**src/rtl/video_pkg.sv**
```systemverilog
// Shared definitions for the video pixel FIFO: default geometry, pixel type
// and the word-to-pixel slice select.
package video_pkg;

  localparam int PIXEL_W_DEF     = 8;
  localparam int WORD_PIXELS_DEF = 4;
  localparam int IDX_W_DEF       = (WORD_PIXELS_DEF > 1) ? $clog2(WORD_PIXELS_DEF) : 1;

  typedef logic [PIXEL_W_DEF-1:0]                 pixel_t;
  typedef logic [WORD_PIXELS_DEF*PIXEL_W_DEF-1:0] word_t;

  // Pixel idx of a packed word; pixel 0 sits in the least significant slice.
  function automatic pixel_t slice(input word_t word, input logic [IDX_W_DEF-1:0] idx);
    return word[idx*PIXEL_W_DEF +: PIXEL_W_DEF];
  endfunction

endpackage

```
**src/rtl/video_fifo_mem.sv**
```systemverilog
// Word storage for the pixel FIFO: synchronous write, asynchronous read.
// No reset; contents are meaningless until written.
module video_fifo_mem #(
  parameter int DEPTH  = 4,
  parameter int WIDTH  = 32,
  parameter int ADDR_W = $clog2(DEPTH)
) (
  input  logic              clk,
  input  logic              we,
  input  logic [ADDR_W-1:0] waddr,
  input  logic [WIDTH-1:0]  wdata,
  input  logic [ADDR_W-1:0] raddr,
  output logic [WIDTH-1:0]  rdata
);

  logic [WIDTH-1:0] mem_q [DEPTH];

  always_ff @(posedge clk) begin
    if (we) mem_q[waddr] <= wdata;
  end

  assign rdata = mem_q[raddr];

endmodule

```
**src/rtl/video_pixel_fifo.sv**
```systemverilog
// Ring FIFO of packed pixel words feeding the VGA timing generator; words are
// unpacked LSB slice first, one pixel per enabled clock.
module video_pixel_fifo
  import video_pkg::*;
#(
  parameter int PIXEL_W     = PIXEL_W_DEF,
  parameter int WORD_PIXELS = WORD_PIXELS_DEF,
  parameter int DEPTH_WORDS = 4,
  parameter int WATERMARK   = 2,
  parameter int PTR_W       = $clog2(DEPTH_WORDS),
  parameter int LVL_W       = $clog2(DEPTH_WORDS) + 1
) (
  input  logic                         clk25MHz,
  input  logic                         reset,
  input  logic [WORD_PIXELS*PIXEL_W-1:0] wr_data,
  input  logic                         wr_valid,
  output logic                         wr_ready,
  input  logic                         en,
  output logic [PIXEL_W-1:0]           video,
  output logic                         video_valid,
  output logic [LVL_W-1:0]             level,
  output logic                         empty,
  output logic                         full,
  output logic                         watermark_on,
  output logic                         underrun,
  input  logic                         underrun_clr
);

  localparam int IDX_W = (WORD_PIXELS > 1) ? $clog2(WORD_PIXELS) : 1;

  logic [PTR_W-1:0]   wr_ptr_q, wr_ptr_d;
  logic [PTR_W-1:0]   rd_ptr_q, rd_ptr_d;
  logic [IDX_W-1:0]   pix_idx_q, pix_idx_d;
  logic [LVL_W-1:0]   level_q, level_d;
  logic [PIXEL_W-1:0] video_q, video_d;
  logic               video_valid_q, video_valid_d;
  logic               underrun_q, underrun_d;

  logic [WORD_PIXELS*PIXEL_W-1:0] rd_word;
  logic [PIXEL_W-1:0]             head_pix;
  logic                           wr_fire, pop, pop_last;

  // Status is decoded from the registered level only, so it never glitches
  // and a write cannot use a slot freed by a pop in the same cycle.
  assign empty        = (level_q == '0);
  assign full         = (level_q == LVL_W'(DEPTH_WORDS));
  assign watermark_on = (level_q <= LVL_W'(WATERMARK));
  assign wr_ready     = !full;

  assign wr_fire  = wr_valid && wr_ready;
  assign pop      = en && !empty;
  assign pop_last = pop && (pix_idx_q == IDX_W'(WORD_PIXELS - 1));

  video_fifo_mem #(
    .DEPTH (DEPTH_WORDS),
    .WIDTH (WORD_PIXELS*PIXEL_W),
    .ADDR_W(PTR_W)
  ) u_mem (
    .clk  (clk25MHz),
    .we   (wr_fire),
    .waddr(wr_ptr_q),
    .wdata(wr_data),
    .raddr(rd_ptr_q),
    .rdata(rd_word)
  );

  if (PIXEL_W == PIXEL_W_DEF && WORD_PIXELS == WORD_PIXELS_DEF) begin : g_pkg_slice
    assign head_pix = slice(rd_word, pix_idx_q);
  end else begin : g_gen_slice
    assign head_pix = rd_word[pix_idx_q*PIXEL_W +: PIXEL_W];
  end

  always_comb begin
    wr_ptr_d      = wr_ptr_q;
    rd_ptr_d      = rd_ptr_q;
    pix_idx_d     = pix_idx_q;
    level_d       = level_q;
    video_d       = video_q;
    video_valid_d = 1'b0;
    underrun_d    = underrun_q && !underrun_clr;

    if (wr_fire) wr_ptr_d = wr_ptr_q + PTR_W'(1);

    if (pop) begin
      video_d       = head_pix;
      video_valid_d = 1'b1;
      if (pop_last) begin
        pix_idx_d = '0;
        rd_ptr_d  = rd_ptr_q + PTR_W'(1);
      end else begin
        pix_idx_d = pix_idx_q + IDX_W'(1);
      end
    end else if (en) begin
      // Starved display request: blank the pixel and latch the error.
      video_d    = '0;
      underrun_d = 1'b1;
    end

    case ({wr_fire, pop_last})
      2'b10:   level_d = level_q + LVL_W'(1);
      2'b01:   level_d = level_q - LVL_W'(1);
      default: level_d = level_q;
    endcase
  end

  always_ff @(posedge clk25MHz or posedge reset) begin
    if (reset) begin
      wr_ptr_q      <= '0;
      rd_ptr_q      <= '0;
      pix_idx_q     <= '0;
      level_q       <= '0;
      video_q       <= '0;
      video_valid_q <= 1'b0;
      underrun_q    <= 1'b0;
    end else begin
      wr_ptr_q      <= wr_ptr_d;
      rd_ptr_q      <= rd_ptr_d;
      pix_idx_q     <= pix_idx_d;
      level_q       <= level_d;
      video_q       <= video_d;
      video_valid_q <= video_valid_d;
      underrun_q    <= underrun_d;
    end
  end

  assign level       = level_q;
  assign video       = video_q;
  assign video_valid = video_valid_q;
  assign underrun    = underrun_q;

endmodule

```
**config.mk**
```make
export PLATFORM = sky130hd
export DESIGN_NAME = video_pixel_fifo
export DESIGN_NICKNAME = d
export VERILOG_FILES = /design/src/rtl/video_pkg.sv /design/src/rtl/video_fifo_mem.sv /design/src/rtl/video_pixel_fifo.sv
export SDC_FILE = /design/constraint.sdc
export NUM_CORES = 1
export LEC_CHECK = 0
export BUFFER_PORTS_ARGS = -buffer_cell sky130_fd_sc_hd__buf_4
export CORE_ASPECT_RATIO = 0.75
export CORE_MARGIN = 3
export CORE_UTILIZATION = 63
export DETAILED_ROUTE_END_ITERATION = 8
export PLACE_DENSITY = 0.84
export SYNTH_ARGS = -nofsm -noshare
export SYNTH_HDL_FRONTEND = slang
export SYNTH_SLANG_ARGS = --single-unit
export TNS_END_PERCENT = 10
```
**constraint.sdc**
```tcl
create_clock -name clk25MHz -period 3.53 [get_ports clk25MHz]
set_input_delay 0.706 -clock clk25MHz [delete_from_list [all_inputs] [get_ports clk25MHz]]
set_output_delay 0.706 -clock clk25MHz [all_outputs]
set_load 0.05 [all_outputs]
```
Word-level counts from Yosys, hierarchy flattened
Memory sizes are Yosys's and may differ from the RTL's. Cells that the tools add are included.

Bits in registers: 19. Memory bits (writable): 128. Input bits: 37. Memories: 1. Output and inout bits: 17. Logic and storage cells: 39.

Shifts and indexed selects: 1. Reduce and logical (&&, ||, !) cells: 11. Magnitude comparators: 1. Eq/ne operators: 4. Add/sub/neg operators: 5. Multiplexer cells: 9.

Memories: u_mem.mem_q (words 4, width 32, rd ports 1, clocked after Yosys merged registers in 0, wr ports 1, RTL line video_fifo_mem.sv:16) `logic [WIDTH-1:0] mem_q [DEPTH];`.

Operators with widths (number): $shiftx A32 B6 Y8 (1); $mux W8 (2); $add A2 B1 Y2 const B (3); $pmux W3 S2 (1); $mux W1 (5); $eq A2 B2 Y1 const B (2); $logic_and A1 B1 Y1 (4); $reduce_bool A2 Y1 (2); $add A3 B1 Y3 const B (1); $eq A3 B3 Y1 const B (1); $le A3 B2 Y1 const B (1); $logic_not A1 Y1 (3); $logic_not A3 Y1 (1); $sub A3 B1 Y3 const B (1); $eq A2 B1 Y1 const B (1); $mux W2 (1); $reduce_and A2 Y1 (1).

Longest topological paths before layout
Word-level depth: 6. Depth in mapped cells: 10. Mapped depth without buffers: 10.

Hierarchy
A second synthesis with hierarchy kept.

Cell total of the unflattened synthesis: 258. Area total of the unflattened synthesis: 5733.0 µm².

Modules (own cells, without submodules): video_fifo_mem (instances 1, area each 4689.5 µm², seq. area each 3843.7 µm², cells each 171); video_pixel_fifo (instances 1, area each 1043.5 µm², seq. area each 475.5 µm², cells each 87).

Least setup slack after synthesis
No wires, ideal clock.

Path kind: register -> register. Start: register level_q[2], in the netlist level[2]. End: register level_q[2], in the netlist level[2]. Setup time: 0.083 ns. Buffers on the path: 0. Setup slack: 0.742 ns. Required time: 3.447 ns. Cell stages (with the launch flop): 10. Arrival: 2.705 ns. Clock period less this slack: 2.788 ns. Cells stage by stage: dfrtp_1 nand3_1 and2_1 inv_1 ha_1 inv_1 fa_1 xor2_1 nor2_1 xor2_1.

Elaborated cells between the ends (all ways): 13. Those cells by class: add/sub (2); eq/ne (3); mux (1); reduce/logical (7).

RTL lines: start: declaration (RTL line video_pixel_fifo.sv:34) `logic [LVL_W-1:0] level_q, level_d;`; start signal: assignment (RTL line video_pixel_fifo.sv:119) `level_q <= level_d;`; $eq A3 B3 Y1 * (RTL line video_pixel_fifo.sv:46) `assign full = (level_q == LVL_W'(DEPTH_WORDS));`; $logic_not A1 Y1 * (RTL line video_pixel_fifo.sv:48) `assign wr_ready = !full;`; via wr_ready (RTL line video_pixel_fifo.sv:17) `output logic wr_ready,`; $logic_and A1 B1 Y1 * (RTL line video_pixel_fifo.sv:50) `assign wr_fire = wr_valid && wr_ready;`; $eq A2 B1 Y1 / $eq A2 B2 Y1 (equally long branches) (RTL line video_pixel_fifo.sv:99) `case ({wr_fire, pop_last})`; $pmux W3 S2 / $reduce_bool A2 Y1 (equally long branches).

Mark *: on every way through the listed nets, which the timed path passes. The rest lies on a longest branch. A chain may end at the register's enable or synchronous reset.

Final worst setup path
Start: register level_q[0], in the netlist level[0]. End: register level_q[2], in the netlist level[2].

Cells in the longest elaborated chain, start to end: 6. Elaborated cells between the ends (all ways): 13. Those cells by class: add/sub (2); eq/ne (3); mux (1); reduce/logical (7).

Ends and longest elaborated chain: $logic_not A3 Y1 (RTL line video_pixel_fifo.sv:45) `assign empty = (level_q == '0);`; $logic_not A1 Y1 (RTL line video_pixel_fifo.sv:51) `assign pop = en && !empty;`; $logic_and A1 B1 Y1 (RTL line video_pixel_fifo.sv:51); $logic_and A1 B1 Y1 (RTL line video_pixel_fifo.sv:52) `assign pop_last = pop && (pix_idx_q == IDX_W'(WORD_PIXELS - 1));`; $eq A2 B1 Y1 / $eq A2 B2 Y1 (equally long branches) (RTL line video_pixel_fifo.sv:99); $pmux W3 S2 / $reduce_bool A2 Y1 (equally long branches).

Several ways; a longest one is shown, not always the timed one.

==> out/metrics.yaml <==
floorplan:
  core_area_um2: 8740
  row_count: 29
  io_pins: 54
  die_area_um2: 10500
  start_util_pct: 66.9
  die_y_um: 89.4
  die_w_um: 117
cts:
  post-cts-setup-buffers: 0
  numClockSinks: 147
  cts_buffers: 17
  path_clk_slew_ns: 0.06
  cts_tree: "done"
  root_buffer: "clkbuf_16"
  post_cts_resized: 0
  clock_path_buffers: 2
  h-tree-depth: 4
  insertion_delay_ns: 0.41
  holdBufCountCts: 0
timing:
  fin_skew_ns: 0.00870
  setup-tns-final_ns: 0
  max_freq_ghz: 0.400
  slew_violations: 0
  period_share_pct: 70.9
  finalCriticalPeriod_ns: 2.50
  rsz0062_at_grt: "no"
  relSlewSlack_pct: 38.7
  tightestPinTransition_ns: 0.914
  hold_viol: 0
  finalSetupViolations: 0
  hold_ws_ns: 0.412
setup_path:
  path_cells: "o31ai_2 -> nor2_1 -> ha_1 -> inv_1 -> fa_1 -> xor2_1 -> nor2_1 -> xor2_1"
  cp.arrival_ns: 2.79
  cp.required_ns: 3.82
  crit_type: "register to register"
  r2r_cells: 8
  cp_slowest_stage_delay_ns: 0.80
  cp-start-kind: "register"
  cpMaxStageDelayCell: "o31ai_2"
  critPathMaxFanout: 13
  cp-end-kind: "register"
global_route:
  grt_max_degree: 34
  grt_antenna_before_repair: 0
  gr-total-overflow: 0
  grt_pass1_wl_um: 16600
  track_usage_pct: 22.9
  grt_pass1_vias: 2975
detailed_routing:
  routed_wl_um: 10700
  avgRoutedWirePerCell_um: 22.4
  final_antenna_net_count: 0
  drcViolationCount: 0
  via_per_inst: 5.89
  dr.pass1.iters: 4
  via_count: 2826
  drt-initial-drc-count: 237
place:
  dp.cells: 448
  gp_congestion: 0.763
  postPlaceCellArea_um2: 6370
  dp.final_hpwl_um: 5950
  io_buffer_count: 53
yosys:
  syn_inst: 277
  ys_seq_elements: 147
  syn-num-nets: 321
  synth_top_area_share_pct: 65.7
  yosysSeqAreaShare_pct: 73.8
  netlist_area_um2: 5850
  ys_top_cells_by_area: "edfxtp_1 (66%), mux4_1 (10%), dfrtp_1 (8.1%), mux4_2 (3.5%), mux2i_1 (2.9%)"
  ys_types: 25
  synth_top_cell_by_area: "edfxtp_1"
  syn_avg_cell_area_um2: 21.1
  yosysWarnings: 0
job:
  max_cap_viol_count: 0
hold_path:
  hold_path_class: "input pin to asynchronous set/reset pin"
finish:
  drive_above_1_share_pct: 30.3
  nets: 387
  final_cell_mix: "edfxtp_1 (128), buf_4 (60), mux4_1 (23), inv_1 (19), dfrtp_1 (19)"
  design_area_um2: 6990
  mostFrequentLayoutCell: "edfxtp_1"
  diodes: 0
  post-route-util_pct: 80.0
  regArea_um2: 4320
  instances_no_fill: 480
  syn_to_final_growth_pct: 19.6
  num-fill-cells: 434
  multiInputGateArea_um2: 1380
power:
  p_per_area_nw_per_um2: 906
  p_leak_nw: 2.62
  worst_ir_drop_vdd_uv: 581
status:
  status: "completed"
## cell type report
cell class	count	area share, %
flip-flops and latches	147	61.8
inverters	19	1.02
repair buffers	60	6.44
clock inverters	12	2.59
multi-input cells	98	19.7
clock buffers	20	6.24
well taps	124	2.22
## logic make-up (layout without fill, tap and decap cells)
logic type / after synthesis / count (layout) / share of synthesized area (%)
adder cells (fa/ha/maj): 7 / 7 / 1.63
flip-flops: 147 / 147 / 73.8
XOR/XNOR: 6 / 6 / 0.899
AO/OA/AOI/OAI: 12 / 12 / 1.28
buffers and inverters: 32 / 111 / 2.67
AND/OR/NAND/NOR: 15 / 15 / 1.24
multiplexers: 58 / 58 / 18.4
## cell usage after synthesis, drive strengths merged
cell / instances
edfxtp: 128
mux4: 32
dfrtp: 19
inv: 19
mux2i: 17
buf: 9
mux2: 9
o22ai: 8
ha: 6
nand2: 5
and3: 4
clkbuf: 4
xnor2: 3
xor2: 3
nor2: 2
nor3: 2
a21o: 1
a21oi: 1
and2: 1
fa: 1
nand3: 1
o21ai: 1
o31ai: 1
## power breakdown
group,switching [mW],leakage [nW],internal (mW)
combinational,1.13,0.934,0.820
sequential,0.198,1.40,2.33
clock,0.671,0.287,1.18
total,2.00,2.62,4.33
## path summary, 6_finish.rpt
kind	to	slack, ns	from
max in group asynchronous	rd_ptr_q[1]$_DFFE_PP0P_	2.65	reset
max	level[2]$_DFFE_PP0P_	1.03	level[0]$_DFFE_PP0P_
min reg2reg	video[5]$_DFFE_PP0P_	0.54	video[5]$_DFFE_PP0P_
min in group clk25MHz	underrun$_DFF_PP0_	0.48	underrun_clr
min	level[2]$_DFFE_PP0P_	0.41	reset
max reg2reg	level[2]$_DFFE_PP0P_	1.03	level[0]$_DFFE_PP0P_
## flip-flops by register name (all words and copies together) (netlist names)
| signal | cells |
|---|---|
| level | 3 |
| pix_idx_q | 2 |
| rd_ptr_q | 2 |
| u_mem.mem_q | 128 |
| underrun | 1 |
| video | 8 |
| video_valid | 1 |
| wr_ptr_q | 2 |
## worst max-delay path, delay by kind of cell (launching register included)
family,cells,cell delay [ns]
simple gates,2,0.27
flops,1,0.46
xor+xnor,2,0.31
fa+ha+maj,2,0.46
compound gates,1,0.80
buf+inv,1,0.08
## routing by layer
metal / up-vias / global-route usage (%) / routed length [um]
li1: 1255 / - / -
met1: 1460 / 30.4 / 4710
met2: 100 / 35.9 / 5220
met3: 11 / 7.78 / 719
met4: 0 / 8.44 / 85
met5: - / 0 / 0
## per-stage QoR
step / power [mW] / worst slack, ns
global route: 6.62 / 0.809
CTS: 6.38 / 0.574
detailed placement: 4.48 / 0.654
floorplan: 3.94 / 0.742
finish: 6.34 / 1.03
global placement: 4.42 / 0.852
Power figures use the tool's default switching activity.
